`src/rtl/node_interface.sv`:
```
// ---------------------------------------------------------------------------
// node_interface
//   Node-side endpoint of a router port link. The link moves one 32-bit
//   packet as four consecutive bytes (MSB first) qualified by a put strobe,
//   with a free flag flowing the other way that is looked at only before a
//   packet starts.
//
//   TX path: node packets are queued in a small FIFO and serialized toward
//            the router whenever the router reports free.
//   RX path: byte bursts from the router are reassembled into packets and
//            queued for the node. Short bursts and packets that arrive while
//            the queue is full are dropped and flagged on rx_err.
//
// Parameters
//   TXDEPTH  TX packet FIFO depth (>= 2)
//   RXDEPTH  RX packet FIFO depth (>= 2)
//
// Ports
//   clk, rst_b                    clock (posedge) / async active-low reset
//   pkt_in, pkt_in_valid/ready    node -> TX FIFO, valid/ready handshake
//   pkt_out, pkt_out_valid/ready  RX FIFO head -> node, valid/ready handshake
//   free_rtr                      router can accept a whole packet
//   put_rtr, payload_rtr          byte stream toward the router
//   free_node                     this block can accept a whole packet
//   put_node, payload_node        byte stream from the router
//   rx_err                        one-cycle pulse when an RX packet is dropped
// ---------------------------------------------------------------------------
module node_interface #(
  parameter int TXDEPTH = 4,
  parameter int RXDEPTH = 4
) (
  input  logic        clk,
  input  logic        rst_b,
  input  logic [31:0] pkt_in,
  input  logic        pkt_in_valid,
  output logic        pkt_in_ready,
  output logic [31:0] pkt_out,
  output logic        pkt_out_valid,
  input  logic        pkt_out_ready,
  input  logic        free_rtr,
  output logic        put_rtr,
  output logic [7:0]  payload_rtr,
  output logic        free_node,
  input  logic        put_node,
  input  logic [7:0]  payload_node,
  output logic        rx_err
);

  localparam int TXPW = $clog2(TXDEPTH);
  localparam int TXCW = $clog2(TXDEPTH + 1);
  localparam int RXPW = $clog2(RXDEPTH);
  localparam int RXCW = $clog2(RXDEPTH + 1);

  localparam logic [TXPW-1:0] TX_LAST = TXPW'(TXDEPTH - 1);
  localparam logic [TXCW-1:0] TX_FULL = TXCW'(TXDEPTH);
  localparam logic [RXPW-1:0] RX_LAST = RXPW'(RXDEPTH - 1);
  localparam logic [RXCW-1:0] RX_FULL = RXCW'(RXDEPTH);
  localparam logic [RXCW-1:0] RX_ONE  = RXCW'(1);

  typedef enum logic [1:0] {
    TX_IDLE,
    TX_SEND,
    TX_GAP
  } tx_state_e;

  // ---------------- TX path ----------------
  logic [31:0]     tx_mem_q [TXDEPTH];
  logic [TXPW-1:0] tx_wr_ptr_q, tx_wr_ptr_d;
  logic [TXPW-1:0] tx_rd_ptr_q, tx_rd_ptr_d;
  logic [TXCW-1:0] tx_count_q,  tx_count_d;
  tx_state_e       tx_state_q,  tx_state_d;
  logic [1:0]      tx_cnt_q,    tx_cnt_d;
  logic [31:0]     tx_shift_q,  tx_shift_d;
  logic            put_rtr_q,   put_rtr_d;
  logic [7:0]      payload_rtr_q, payload_rtr_d;
  logic            tx_push, tx_pop;

  assign pkt_in_ready = (tx_count_q != TX_FULL);
  assign tx_push      = pkt_in_valid && pkt_in_ready;

  // Serializer. The head packet is popped into the shift register as byte 0
  // goes out; the GAP state guarantees one idle put cycle between packets.
  always_comb begin
    tx_state_d    = tx_state_q;
    tx_cnt_d      = tx_cnt_q;
    tx_shift_d    = tx_shift_q;
    put_rtr_d     = put_rtr_q;
    payload_rtr_d = payload_rtr_q;
    tx_pop        = 1'b0;
    case (tx_state_q)
      TX_IDLE: begin
        put_rtr_d     = 1'b0;
        payload_rtr_d = '0;
        if ((tx_count_q != '0) && free_rtr) begin
          tx_pop        = 1'b1;
          put_rtr_d     = 1'b1;
          payload_rtr_d = tx_mem_q[tx_rd_ptr_q][31:24];
          tx_shift_d    = {tx_mem_q[tx_rd_ptr_q][23:0], 8'h00};
          tx_cnt_d      = 2'd1;
          tx_state_d    = TX_SEND;
        end
      end
      TX_SEND: begin
        payload_rtr_d = tx_shift_q[31:24];
        tx_shift_d    = {tx_shift_q[23:0], 8'h00};
        tx_cnt_d      = tx_cnt_q + 2'd1;
        if (tx_cnt_q == 2'd3) begin
          tx_state_d = TX_GAP;
        end
      end
      TX_GAP: begin
        put_rtr_d     = 1'b0;
        payload_rtr_d = '0;
        tx_cnt_d      = '0;
        tx_state_d    = TX_IDLE;
      end
      default: begin
        tx_state_d = TX_IDLE;
      end
    endcase
  end

  always_comb begin
    tx_wr_ptr_d = tx_wr_ptr_q;
    tx_rd_ptr_d = tx_rd_ptr_q;
    tx_count_d  = tx_count_q;
    if (tx_push) begin
      tx_wr_ptr_d = (tx_wr_ptr_q == TX_LAST) ? '0 : tx_wr_ptr_q + TXPW'(1);
    end
    if (tx_pop) begin
      tx_rd_ptr_d = (tx_rd_ptr_q == TX_LAST) ? '0 : tx_rd_ptr_q + TXPW'(1);
    end
    if (tx_push && !tx_pop) begin
      tx_count_d = tx_count_q + TXCW'(1);
    end else if (!tx_push && tx_pop) begin
      tx_count_d = tx_count_q - TXCW'(1);
    end
  end

  always_ff @(posedge clk) begin
    if (tx_push) begin
      tx_mem_q[tx_wr_ptr_q] <= pkt_in;
    end
  end

  always_ff @(posedge clk or negedge rst_b) begin
    if (!rst_b) begin
      tx_wr_ptr_q   <= '0;
      tx_rd_ptr_q   <= '0;
      tx_count_q    <= '0;
      tx_state_q    <= TX_IDLE;
      tx_cnt_q      <= '0;
      tx_shift_q    <= '0;
      put_rtr_q     <= 1'b0;
      payload_rtr_q <= '0;
    end else begin
      tx_wr_ptr_q   <= tx_wr_ptr_d;
      tx_rd_ptr_q   <= tx_rd_ptr_d;
      tx_count_q    <= tx_count_d;
      tx_state_q    <= tx_state_d;
      tx_cnt_q      <= tx_cnt_d;
      tx_shift_q    <= tx_shift_d;
      put_rtr_q     <= put_rtr_d;
      payload_rtr_q <= payload_rtr_d;
    end
  end

  assign put_rtr     = put_rtr_q;
  assign payload_rtr = payload_rtr_q;

  // ---------------- RX path ----------------
  logic [31:0]     rx_mem_q [RXDEPTH];
  logic [RXPW-1:0] rx_wr_ptr_q, rx_wr_ptr_d;
  logic [RXPW-1:0] rx_rd_ptr_q, rx_rd_ptr_d;
  logic [RXCW-1:0] rx_count_q,  rx_count_d;
  logic [1:0]      rx_cnt_q,    rx_cnt_d;
  logic [23:0]     rx_shift_q,  rx_shift_d;
  logic            rx_err_q,    rx_err_d;
  logic            free_node_q, free_node_d;
  logic [31:0]     pkt_out_q,   pkt_out_d;
  logic [31:0]     rx_word;
  logic            rx_pop, rx_done, rx_push;

  // Assembler plus FIFO bookkeeping. Only the first three bytes are kept in
  // the shift register; the fourth is taken straight from the link so the
  // word can be pushed on the same edge it completes.
  always_comb begin
    rx_word     = {rx_shift_q, payload_node};
    rx_pop      = (rx_count_q != '0) && pkt_out_ready;
    rx_done     = put_node && (rx_cnt_q == 2'd3);
    // A full FIFO still takes the word if the node frees a slot this edge.
    rx_push     = rx_done && ((rx_count_q != RX_FULL) || rx_pop);
    rx_err_d    = (rx_done && !rx_push) || (!put_node && (rx_cnt_q != 2'd0));
    rx_shift_d  = put_node ? {rx_shift_q[15:0], payload_node} : rx_shift_q;
    rx_cnt_d    = (put_node && !rx_done) ? rx_cnt_q + 2'd1 : 2'd0;

    rx_wr_ptr_d = rx_wr_ptr_q;
    rx_rd_ptr_d = rx_rd_ptr_q;
    rx_count_d  = rx_count_q;
    if (rx_push) begin
      rx_wr_ptr_d = (rx_wr_ptr_q == RX_LAST) ? '0 : rx_wr_ptr_q + RXPW'(1);
    end
    if (rx_pop) begin
      rx_rd_ptr_d = (rx_rd_ptr_q == RX_LAST) ? '0 : rx_rd_ptr_q + RXPW'(1);
    end
    if (rx_push && !rx_pop) begin
      rx_count_d = rx_count_q + RXCW'(1);
    end else if (!rx_push && rx_pop) begin
      rx_count_d = rx_count_q - RXCW'(1);
    end

    // Registered head: when no older entry survives this edge, the new head
    // is the word being written now, which is not yet in the array.
    if (rx_count_d == '0) begin
      pkt_out_d = '0;
    end else if ((rx_count_q == '0) || ((rx_count_q == RX_ONE) && rx_pop)) begin
      pkt_out_d = rx_word;
    end else begin
      pkt_out_d = rx_mem_q[rx_rd_ptr_d];
    end

    // A packet still being assembled reserves a slot.
    free_node_d = (int'(rx_count_d) + int'(rx_cnt_d != 2'd0)) < RXDEPTH;
  end

  always_ff @(posedge clk) begin
    if (rx_push) begin
      rx_mem_q[rx_wr_ptr_q] <= rx_word;
    end
  end

  always_ff @(posedge clk or negedge rst_b) begin
    if (!rst_b) begin
      rx_wr_ptr_q <= '0;
      rx_rd_ptr_q <= '0;
      rx_count_q  <= '0;
      rx_cnt_q    <= '0;
      rx_shift_q  <= '0;
      rx_err_q    <= 1'b0;
      free_node_q <= 1'b1;
      pkt_out_q   <= '0;
    end else begin
      rx_wr_ptr_q <= rx_wr_ptr_d;
      rx_rd_ptr_q <= rx_rd_ptr_d;
      rx_count_q  <= rx_count_d;
      rx_cnt_q    <= rx_cnt_d;
      rx_shift_q  <= rx_shift_d;
      rx_err_q    <= rx_err_d;
      free_node_q <= free_node_d;
      pkt_out_q   <= pkt_out_d;
    end
  end

  assign pkt_out       = pkt_out_q;
  assign pkt_out_valid = (rx_count_q != '0);
  assign free_node     = free_node_q;
  assign rx_err        = rx_err_q;

endmodule

```
`config.mk`:
```
export PLATFORM = sky130hd
export DESIGN_NAME = node_interface
export DESIGN_NICKNAME = d
export VERILOG_FILES = /design/src/rtl/node_interface.sv
export SDC_FILE = /design/constraint.sdc
export NUM_CORES = 1
export LEC_CHECK = 0
export CAP_MARGIN = 20
export CORE_MARGIN = 1.5
export CORE_UTILIZATION = 60
export CTS_CLUSTER_DIAMETER = 200
export DETAILED_ROUTE_END_ITERATION = 10
export PLACE_DENSITY = 0.81
export SETUP_SLACK_MARGIN = 0.1
export SLEW_MARGIN = 10
export SYNTH_ARGS = -nofsm -noshare
export SYNTH_HDL_FRONTEND = slang
export SYNTH_SLANG_ARGS = --single-unit
```
`constraint.sdc`:
```
create_clock -name clk -period 6.1 [get_ports clk]
set_input_delay 1.22 -clock clk [delete_from_list [all_inputs] [get_ports clk]]
set_output_delay 1.22 -clock clk [all_outputs]
set_load 0.01 [all_outputs]
```
==> results of run 1 <==
-- Yosys cell counts (3+ instances only) --
cell,instances
a211oi_1,62
a21oi_1,6
a22o_1,8
a22oi_1,8
a31oi_1,4
and2_1,6
and3_1,66
buf_2,14
buf_6,3
clkbuf_1,32
dfrtp_1,110
edfxtp_1,256
ha_1,22
inv_1,14
mux2_2,27
mux2i_1,17
mux4_2,32
nand2_1,36
nand2b_1,3
nand4_1,3
nor2_1,44
nor3_1,3
nor4_1,31
o21ai_0,33
-- per-stage QoR --
step                setup WS [ns]  utilization [%]  std cells  hold WS, ns
global route                2.124            71.39       1322       0.5164
finish                      2.327            71.39       1322       0.4802
global placement            1.943            66.29       1257       0.4614
floorplan                   3.039                -        883       0.4496
CTS                         2.401            71.27       1321       0.4901
detailed placement          1.891            66.29       1257       0.4754
-- cell families (layout without fill, tap and decap cells) --
| group | Yosys count | in the layout | share of synthesized area, % |
|---|---|---|---|
| and+or+nand+nor | 209 | 209 | 7.843 |
| buffers and inverters | 69 | 189 | 2.213 |
| AOI/OAI and AO/OA | 135 | 135 | 6.431 |
| xor gates and xnor gates | 4 | 4 | 0.2440 |
| muxes | 76 | 76 | 8.322 |
| adders and majority gates | 23 | 23 | 2.056 |
| DFF | 367 | 367 | 72.89 |
-- area by class of cell --
cell class                 instances  share of cell area (%)
clock buffer                      56                   6.504
inverter                          15                  0.3360
tap                              319                   2.382
multi-input combinational        447                   21.46
sequential                       367                   62.47
timing repair buffer             110                   6.377
clock inverter                     8                  0.4704
-- worst paths after layout --
| check | startpoint | to | slack (ns) | cells past startpoint |
|---|---|---|---|---|
| worst max-delay path | pkt_out_ready | pkt_out[27] | 2.33 | 7 |
| worst min-delay path | payload_rtr[3] | payload_rtr[3] | 0.48 | 2 |
| worst max register to register | rx_count_q[0] | pkt_out[27] | 2.95 | 8 |
| worst min register to register | payload_rtr[3] | payload_rtr[3] | 0.48 | 2 |
| max in group asynchronous | rst_b | rx_shift_q[7] | 4.76 | 2 |
| min in group asynchronous | rst_b | pkt_out[1] | 0.59 | 1 |
-- where the power goes --
part	switching (W)	total [W]	leakage [nW]	internal [W]
logic	0.00151	0.00264	1.87	0.00113
registers	0.000260	0.00347	3.67	0.00321
clock network	0.000890	0.00217	0.575	0.00128
-- placed cells by master (no fill, tap or decap), types with 2 or more instances in the layout --
master / instances
a21o_1: 2
edfxtp_1: 256
inv_1: 14
mux2_2: 27
nor3b_1: 2
nand4_1: 3
nor4_1: 31
nand2_1: 36
nor3_1: 3
nor2_1: 44
o211ai_1: 2
xnor2_1: 2
dfrtp_1: 109
ha_1: 22
clkinv_2: 4
clkdlybuf4s50_1: 89
buf_4: 20
nand2b_1: 2
o31ai_1: 2
clkinv_4: 2
and2_1: 6
clkbuf_16: 39
clkbuf_8: 5
a31oi_1: 4
nor2b_1: 2
o21ai_0: 32
a211oi_1: 62
mux2i_1: 17
xor2_1: 2
a22oi_1: 8
and3_1: 66
mux4_2: 32
clkbuf_1: 12
nand3_1: 2
a21oi_1: 5
a22o_1: 8
-- worst max-delay path, stage by stage --
cell and delay (ns):
clkdlybuf4s50_1 0.71, inv_2 0.12, or4_1 0.51, buf_4 0.31, nand2_4 0.61, a211oi_1 0.19
nor4_1 0.40
-- state kept, by name, indices dropped and copies added, names as in the netlist --
name         cells
free_node        1
payload_rtr      8
pkt_out         32
put_rtr          1
rx_cnt_q         2
rx_count_q       3
rx_err           1
rx_mem_q       128
rx_rd_ptr_q      2
rx_shift_q      24
rx_wr_ptr_q      2
tx_cnt_q         2
tx_count_q       3
tx_mem_q       128
tx_rd_ptr_q      2
tx_shift_q      24
tx_state_q       2
tx_wr_ptr_q      2
-- routing by layer --
metal / track usage (%) / wire [µm] / part of all wire, %
met1: 30.92 / 11650 / 41
met2: 40.81 / 14800 / 52
met3: 3.778 / 1349 / 4.8
met4: 7.412 / 513 / 1.8
met5: 0 / 0 / 0
==> flow_metrics.tcl, run 1 <==
set metrics [dict create \
    status "finished clean" \
    via_count 8004 \
    area_growth_pct 16.70 \
    portBuffers 90 \
    antenna_found_initial 0 \
    critPathRequiredTime_ns 6.48 \
    critPathLaunchType "input port" \
    clk_latency_ns 0.51 \
    synthFlopType "edfxtp_1" \
    cts_resized 0 \
    dpl_cell_area_um2 15560 \
    fmax_mhz 265.0 \
    via_per_inst 6.054 \
    nFillCells 1427 \
    cts_hold_buf 0 \
    num_io_pins 91 \
    worstPathMaxFanout 65 \
    tightestPinTransition_ns 0.9831 \
    fin_setup_tns_ns 0 \
    htreeDepth 2 \
    ir_worst_vdd_mv 0.3911 \
    syn_inst 883 \
    ys_warn_count 0 \
    syn_area_um2 14360 \
    die_h_um 157.7 \
    multiInputGateArea_um2 3596 \
    die_area_um2 24870 \
    cts_buffers 36 \
    period_minus_slack_ns 3.773 \
    netlist_top_cells_area "edfxtp_1 (54%), dfrtp_1 (19%), mux4_2 (5.0%)" \
    p_per_area_nw_per_um2 494.2 \
    postRouteAntennaNets 0 \
    dp_hpwl_mm 15.68 \
    syn_nets 952 \
    fin_nets 1046 \
    grt_pass1_vias 8176 \
    final-setup-viol-count 0 \
    final_cell_area_um2 16760 \
    wl_per_cell_um 21.42 \
    relSlewSlack_pct 34.32 \
    cap_viol_max_count 0 \
    synth_seq_area_share_pct 72.89 \
    synth_edf_count 256 \
    period_share_pct 61.86 \
    ys_ff_latch 367 \
    core_um2 23470 \
    finClkSkew_ns 0.01087 \
    total_power_w 0.008280 \
    grt_pass1_wl_mm 44.49 \
    seq_area_um2 10470 \
    gp_congestion 0.7833 \
    cts_tree "done" \
    synth_top_area_share_pct 53.54 \
    arrival_ns 4.15 \
    grt_max_degree 80 \
    drc 0 \
    cts_buffer_depth 3 \
    p_leak_nw 6.118 \
    n_antenna_cell 0 \
    finalMaxSlewViolations 0 \
    synth_top_area_cell "edfxtp_1" \
    path_clk_slew_ns 0.06 \
    wirelength_mm 28.31 \
    cts_setup_buffers 0 \
    finalHoldViolCount 0 \
    clkSinkCount 367 \
    postSynthAreaPerCell_um2 16.26 \
    cp-end-kind "register" \
    die_x_um 157.7 \
    overflow 0 \
    drt-pass1-iter-count 5 \
    initial_core_util_pct 61.17 \
    cts-root-buf "clkbuf_16" \
    layout-drive-gt1-share_pct 14.16 \
    hold_class "reg2reg" \
    grtUsageTotal_pct 23.60 \
    rsz0062_at_grt "no" \
    criticalPathCategory "in2reg" \
    rows 56 \
    synthArstFlopShare_pct 30.25 \
    synth.distinct_cells 57 \
    drt_iter0_drc 827 \
]
Power figures use the tool's default switching activity.
==> run 2, diff against run 1 <==
--- a/config.mk
+++ b/config.mk
@@ -7,10 +7,10 @@
 export LEC_CHECK = 0
 export CAP_MARGIN = 20
 export CORE_MARGIN = 1.5
-export CORE_UTILIZATION = 60
+export CORE_UTILIZATION = 59
 export CTS_CLUSTER_DIAMETER = 200
 export DETAILED_ROUTE_END_ITERATION = 10
-export PLACE_DENSITY = 0.81
+export PLACE_DENSITY = 0.79
 export SETUP_SLACK_MARGIN = 0.1
 export SLEW_MARGIN = 10
 export SYNTH_ARGS = -nofsm -noshare
==> constraint.sdc (replaced) <==
create_clock -name clk -period 3.62 [get_ports clk]
set_input_delay 0.724 -clock clk [delete_from_list [all_inputs] [get_ports clk]]
set_output_delay 0.724 -clock clk [all_outputs]
set_load 0.01 [all_outputs]
==> flow_metrics.tcl, run 2 (synthesis results as in run 1) <==
set metrics [dict create \
    status "finished clean" \
    portBuffers 90 \
    path_clk_slew_ns 0.06 \
    reg2regPathDepth 8 \
    reg2reg_slack_ns 0.95 \
    final_common_cell "edfxtp_1" \
    p_per_area_nw_per_um2 832.4 \
    hold_class "in2async" \
    rows 56 \
    finalHoldViolCount 0 \
    grt_pass1_vias 8370 \
    period_minus_slack_ns 2.972 \
    wl_met2_mm 14.77 \
    seqPwrFrac_pct 42.4 \
    r2r-end "pkt_out[21]" \
    cts_buffer_depth 3 \
    top_layer_used "met4" \
    grtUsageTotal_pct 22.82 \
    overflow 0 \
    drt_iter0_drc 588 \
    postRouteAntennaNets 0 \
    timing.rr.start "rx_count_q[0]" \
    fmax_mhz 336.5 \
    cts_buffers 36 \
    combPwrFrac_pct 31.9 \
    dr_wl_met3_mm 1.503 \
    via_count 8059 \
    clkSinkCount 367 \
    finalMaxSlewViolations 0 \
    grt_pass1_wl_mm 45.21 \
    critPathLaunchType "register" \
    crit_slowest_cell "clkdlybuf4s50_1" \
    worstPathMaxFanout 6 \
    cts_setup_buffers 0 \
    rsz0062_at_grt "no" \
    final-setup-viol-count 0 \
    p_clk_share_pct 25.8 \
    antenna_found_initial 0 \
    cts-root-buf "clkbuf_16" \
    final_cell_mix "edfxtp_1 (256), dfrtp_1 (108), clkdlybuf4s50_1 (89)" \
    initial_core_util_pct 60.63 \
    p_switching_w 0.004463 \
    wirelength_mm 28.29 \
    grt_max_degree 63 \
    multiInputGateArea_um2 3586 \
    fin_setup_tns_ns 0 \
    nFillCells 1540 \
    die_area_um2 25280 \
    clk_latency_ns 0.51 \
    wl_per_cell_um 21.25 \
    drt-pass1-iter-count 5 \
    ir_worst_vdd_mv 0.4912 \
    switching_share_pct 31.92 \
    max_stage_delay_ns 0.50 \
    die_h_um 159 \
    finClkSkew_ns 0.01796 \
    cp-end-kind "primary output" \
    htreeDepth 2 \
    arrival_ns 2.25 \
    die_x_um 159 \
    cts_hold_buf 0 \
    p_leak_nw 6.139 \
    cts_resized 0 \
    drc 0 \
    crit_top_cell "inv_1" \
    fin_nets 1055 \
    period_share_pct 82.10 \
    relSlewSlack_pct 43.41 \
    n_antenna_cell 0 \
    core_um2 23680 \
    area_growth_pct 16.96 \
    dp_hpwl_mm 16.21 \
    cts_tree "done" \
    p_int_w 0.009516 \
    crit_chain "inv_1, ha_1, nor2b_2, inv_1, clkdlybuf4s50_1" \
    gp_congestion 0.8098 \
    wl_met1_mm 11.38 \
    tightestPinTransition_ns 0.8488 \
    layout-drive-gt1-share_pct 14.92 \
    num_io_pins 91 \
    via_per_inst 6.055 \
    criticalPathCategory "reg2out" \
    total_power_w 0.01398 \
    cap_viol_max_count 0 \
    critPathRequiredTime_ns 2.90 \
    seq_area_um2 10470 \
]
run 2: layout make-up:
type | instances | share of cell area, %
Clock buffer | 49 | 6.080
Clock inverter | 15 | 0.7748
Sequential cell | 367 | 62.34
Multi-Input combinational cell | 447 | 21.35
Tap cell | 319 | 2.377
Inverter | 15 | 0.3353
Timing Repair Buffer | 119 | 6.743
run 2: worst max path at each step:
stage,from,end,cells after the start
finish,rx_count_q[0],pkt_out_valid,5
global route,rx_count_q[0],pkt_out_valid,5
CTS,rx_count_q[0],pkt_out_valid,5
detailed placement,pkt_out_ready,pkt_out[26],8
global placement,put_node,pkt_out[22],7
floorplan,put_node,rx_mem_q[3][0],4
run 2: per-stage QoR:
step	setup WS [ns]	utilization (%)	instance area [µm²]	hold slack [ns]	instances
after global routing	0.5214	70.91	16790	0.3339	1331
after floorplan	1.055	-	14360	0.4284	883
final	0.6481	70.91	16790	0.2948	1331
after CTS	0.6297	70.91	16790	0.3044	1331
after global placement	0.2553	66.00	15630	0.4603	1266
after detailed placement	0.3478	66.05	15640	0.4754	1267
run 2: metal layers:
metal | vias up | track usage [%]
li1 | 3633 | -
met1 | 4134 | 28.86
met3 | 55 | 4.350
met4 | 0 | 7.676
met2 | 237 | 39.86
met5 | - | 0
run 2: critical path, delay by kind of cell (launching register included):
kind | cells | cell delay (ns)
fa+ha+maj | 1 | 0.29
buf+inv | 3 | 0.79
flops | 1 | 0.42
simple gates | 1 | 0.26
run 2: power groups by stage:
| stage | sequential (W) | combinational (W) | clock, W |
|---|---|---|---|
| 6_report | 0.00592 | 0.00445 | 0.00360 |
| 5_1_grt | 0.00601 | 0.00487 | 0.00382 |
| 4_1_cts | 0.00593 | 0.00448 | 0.00366 |
| 3_5_place_dp | 0.00600 | 0.00444 | 0 |
| 3_3_place_gp | 0.00596 | 0.00427 | 0 |
| 2_1_floorplan | 0.00587 | 0.00296 | 0 |
==> run 3, diff against run 2 <==
==> constraint.sdc (replaced) <==
create_clock -name clk -period 3.05 [get_ports clk]
set_input_delay 0.61 -clock clk [delete_from_list [all_inputs] [get_ports clk]]
set_output_delay 0.61 -clock clk [all_outputs]
set_load 0.01 [all_outputs]
==> flow_metrics.tcl, run 3 (synthesis results as in run 1) <==
set metrics [dict create \
    fin_setup_tns_ns 0 \
    via_count 8042 \
    portBuffers 90 \
    postRouteAntennaNets 0 \
    die_area_um2 25280 \
    layout-drive-gt1-share_pct 14.85 \
    core_um2 23680 \
    num_io_pins 91 \
    overflow 0 \
    dr_wl_met3_mm 1.476 \
    cts_buffer_depth 3 \
    wl_per_cell_um 21.51 \
    rows 56 \
    critPathRequiredTime_ns 3.44 \
    die_x_um 159 \
    period_minus_slack_ns 2.845 \
    path_clk_slew_ns 0.06 \
    fmax_mhz 351.5 \
    ir_worst_vdd_mv 0.5506 \
    p_per_area_nw_per_um2 985.6 \
    grt_pass1_wl_mm 45.55 \
    cts_buffers 37 \
    cp-end-kind "register" \
    finalMaxSlewViolations 0 \
    die_h_um 159 \
    reg2regPathDepth 8 \
    wl_met2_mm 15.17 \
    clkSinkCount 367 \
    dp_worst_setup_slack_ns 0.02802 \
    fin_ws_ns 0.2052 \
    relSlewSlack_pct 31.78 \
    worstPathMaxFanout 15 \
    drt-pass1-iter-count 5 \
    grt_pass1_vias 8309 \
    drt_iter0_drc 678 \
    fin_nets 1060 \
    finalHoldViolCount 0 \
    antenna_found_initial 0 \
    cts_setup_buffers 0 \
    status "finished clean" \
    htreeDepth 2 \
    gp_congestion 0.7913 \
    cap_viol_max_count 0 \
    critPathLaunchType "register" \
    cts_hold_buf 0 \
    initial_core_util_pct 60.63 \
    finClkSkew_ns 0.02178 \
    top_layer_used "met4" \
    wirelength_mm 28.73 \
    area_growth_pct 17.77 \
    grtUsageTotal_pct 23.09 \
    dp_hpwl_mm 16.29 \
    clk_latency_ns 0.52 \
    p_leak_nw 6.187 \
    final_cell_mix "edfxtp_1 (256), dfrtp_1 (109), clkdlybuf4s50_1 (89)" \
    period_share_pct 93.27 \
    final-setup-viol-count 0 \
    tightestPinTransition_ns 1.023 \
    arrival_ns 3.23 \
    final_common_cell "edfxtp_1" \
    n_antenna_cell 0 \
    cts-root-buf "clkbuf_16" \
    drc 0 \
    rsz0062_at_grt "no" \
    wl_met1_mm 11.65 \
    hold_class "in2async" \
    via_per_inst 6.019 \
    cts_tree "done" \
    criticalPathCategory "reg2reg" \
    grt_max_degree 64 \
]
-- run 3: changes by cell type in the layout (fill, tap and decap cells not counted), sizes merged --
cell      before  now
buf           30   34
bufinv         2    1
clkbuf        49   53
clkinvlp       3    0
inv           16   17
-- run 3: area by class of cell --
type | count | area (µm²)
Sequential cell | 367 | 10470
Fill cell | 1459 | 6773
Multi-Input combinational cell | 447 | 3598
Timing Repair Buffer | 123 | 1284
Clock buffer | 53 | 1016
Tap cell | 319 | 399.1
Clock inverter | 12 | 88.84
Inverter | 15 | 56.30
-- run 3: worst max-delay path, stage by stage (launching register included) --
cell and delay [ns]:
dfrtp_1 0.41, inv_1 0.15, ha_1 0.28, and2b_1 0.24
nor4b_1 0.28, o21ai_0 0.17, a21oi_2 0.82, buf_4 0.29
nor4_1 0.07
-- run 3: final timing paths --
path                                  end  slack, ns            from
setup / recovery              pkt_out[12]       0.21   rx_count_q[0]
hold reg to reg            payload_rtr[5]       0.48  payload_rtr[5]
hold / removal                 pkt_out[7]       0.10           rst_b
setup reg to reg              pkt_out[12]       0.21   rx_count_q[0]
min in group clk           payload_rtr[5]       0.48  payload_rtr[5]
max in group asynchronous     pkt_out[22]       2.09           rst_b
-- run 3: repair_timing --
| item | 4_1_cts | 5_1_grt |
|---|---|---|
| hold endpoints to repair | 0 | 0 |
| resized for setup | 0 | 1 |
| endpoints found under the setup margin | 0 | 7 |
-- run 3: stage by stage --
stage	hold WS, ns	area, µm²	total power, W	cells	utilization, %
2_1_floorplan	0.3144	14360	0.01049	883	-
3_3_place_gp	0.4605	15790	0.01235	1271	66.68
3_5_place_dp	0.4722	15790	0.01256	1271	66.68
4_1_cts	0.1031	16900	0.01677	1336	71.35
5_1_grt	0.1278	16910	0.01753	1336	71.40
6_report	0.1004	16910	0.01667	1336	71.40
-- run 3: metal layers --
metal | vias up | track usage, %
li1 | 3653 | -
met1 | 4094 | 30.40
met2 | 258 | 40.23
met3 | 37 | 3.412
met4 | 0 | 6.861
met5 | - | 0
-- run 3: power breakdown --
part           total (W)  switching [W]  leakage, nW  internal, W
Clock            0.00416        0.00175        0.544      0.00240
Combinational    0.00552        0.00301         1.97      0.00251
Sequential       0.00699       0.000569         3.67      0.00642
Total             0.0167        0.00534         6.19       0.0113
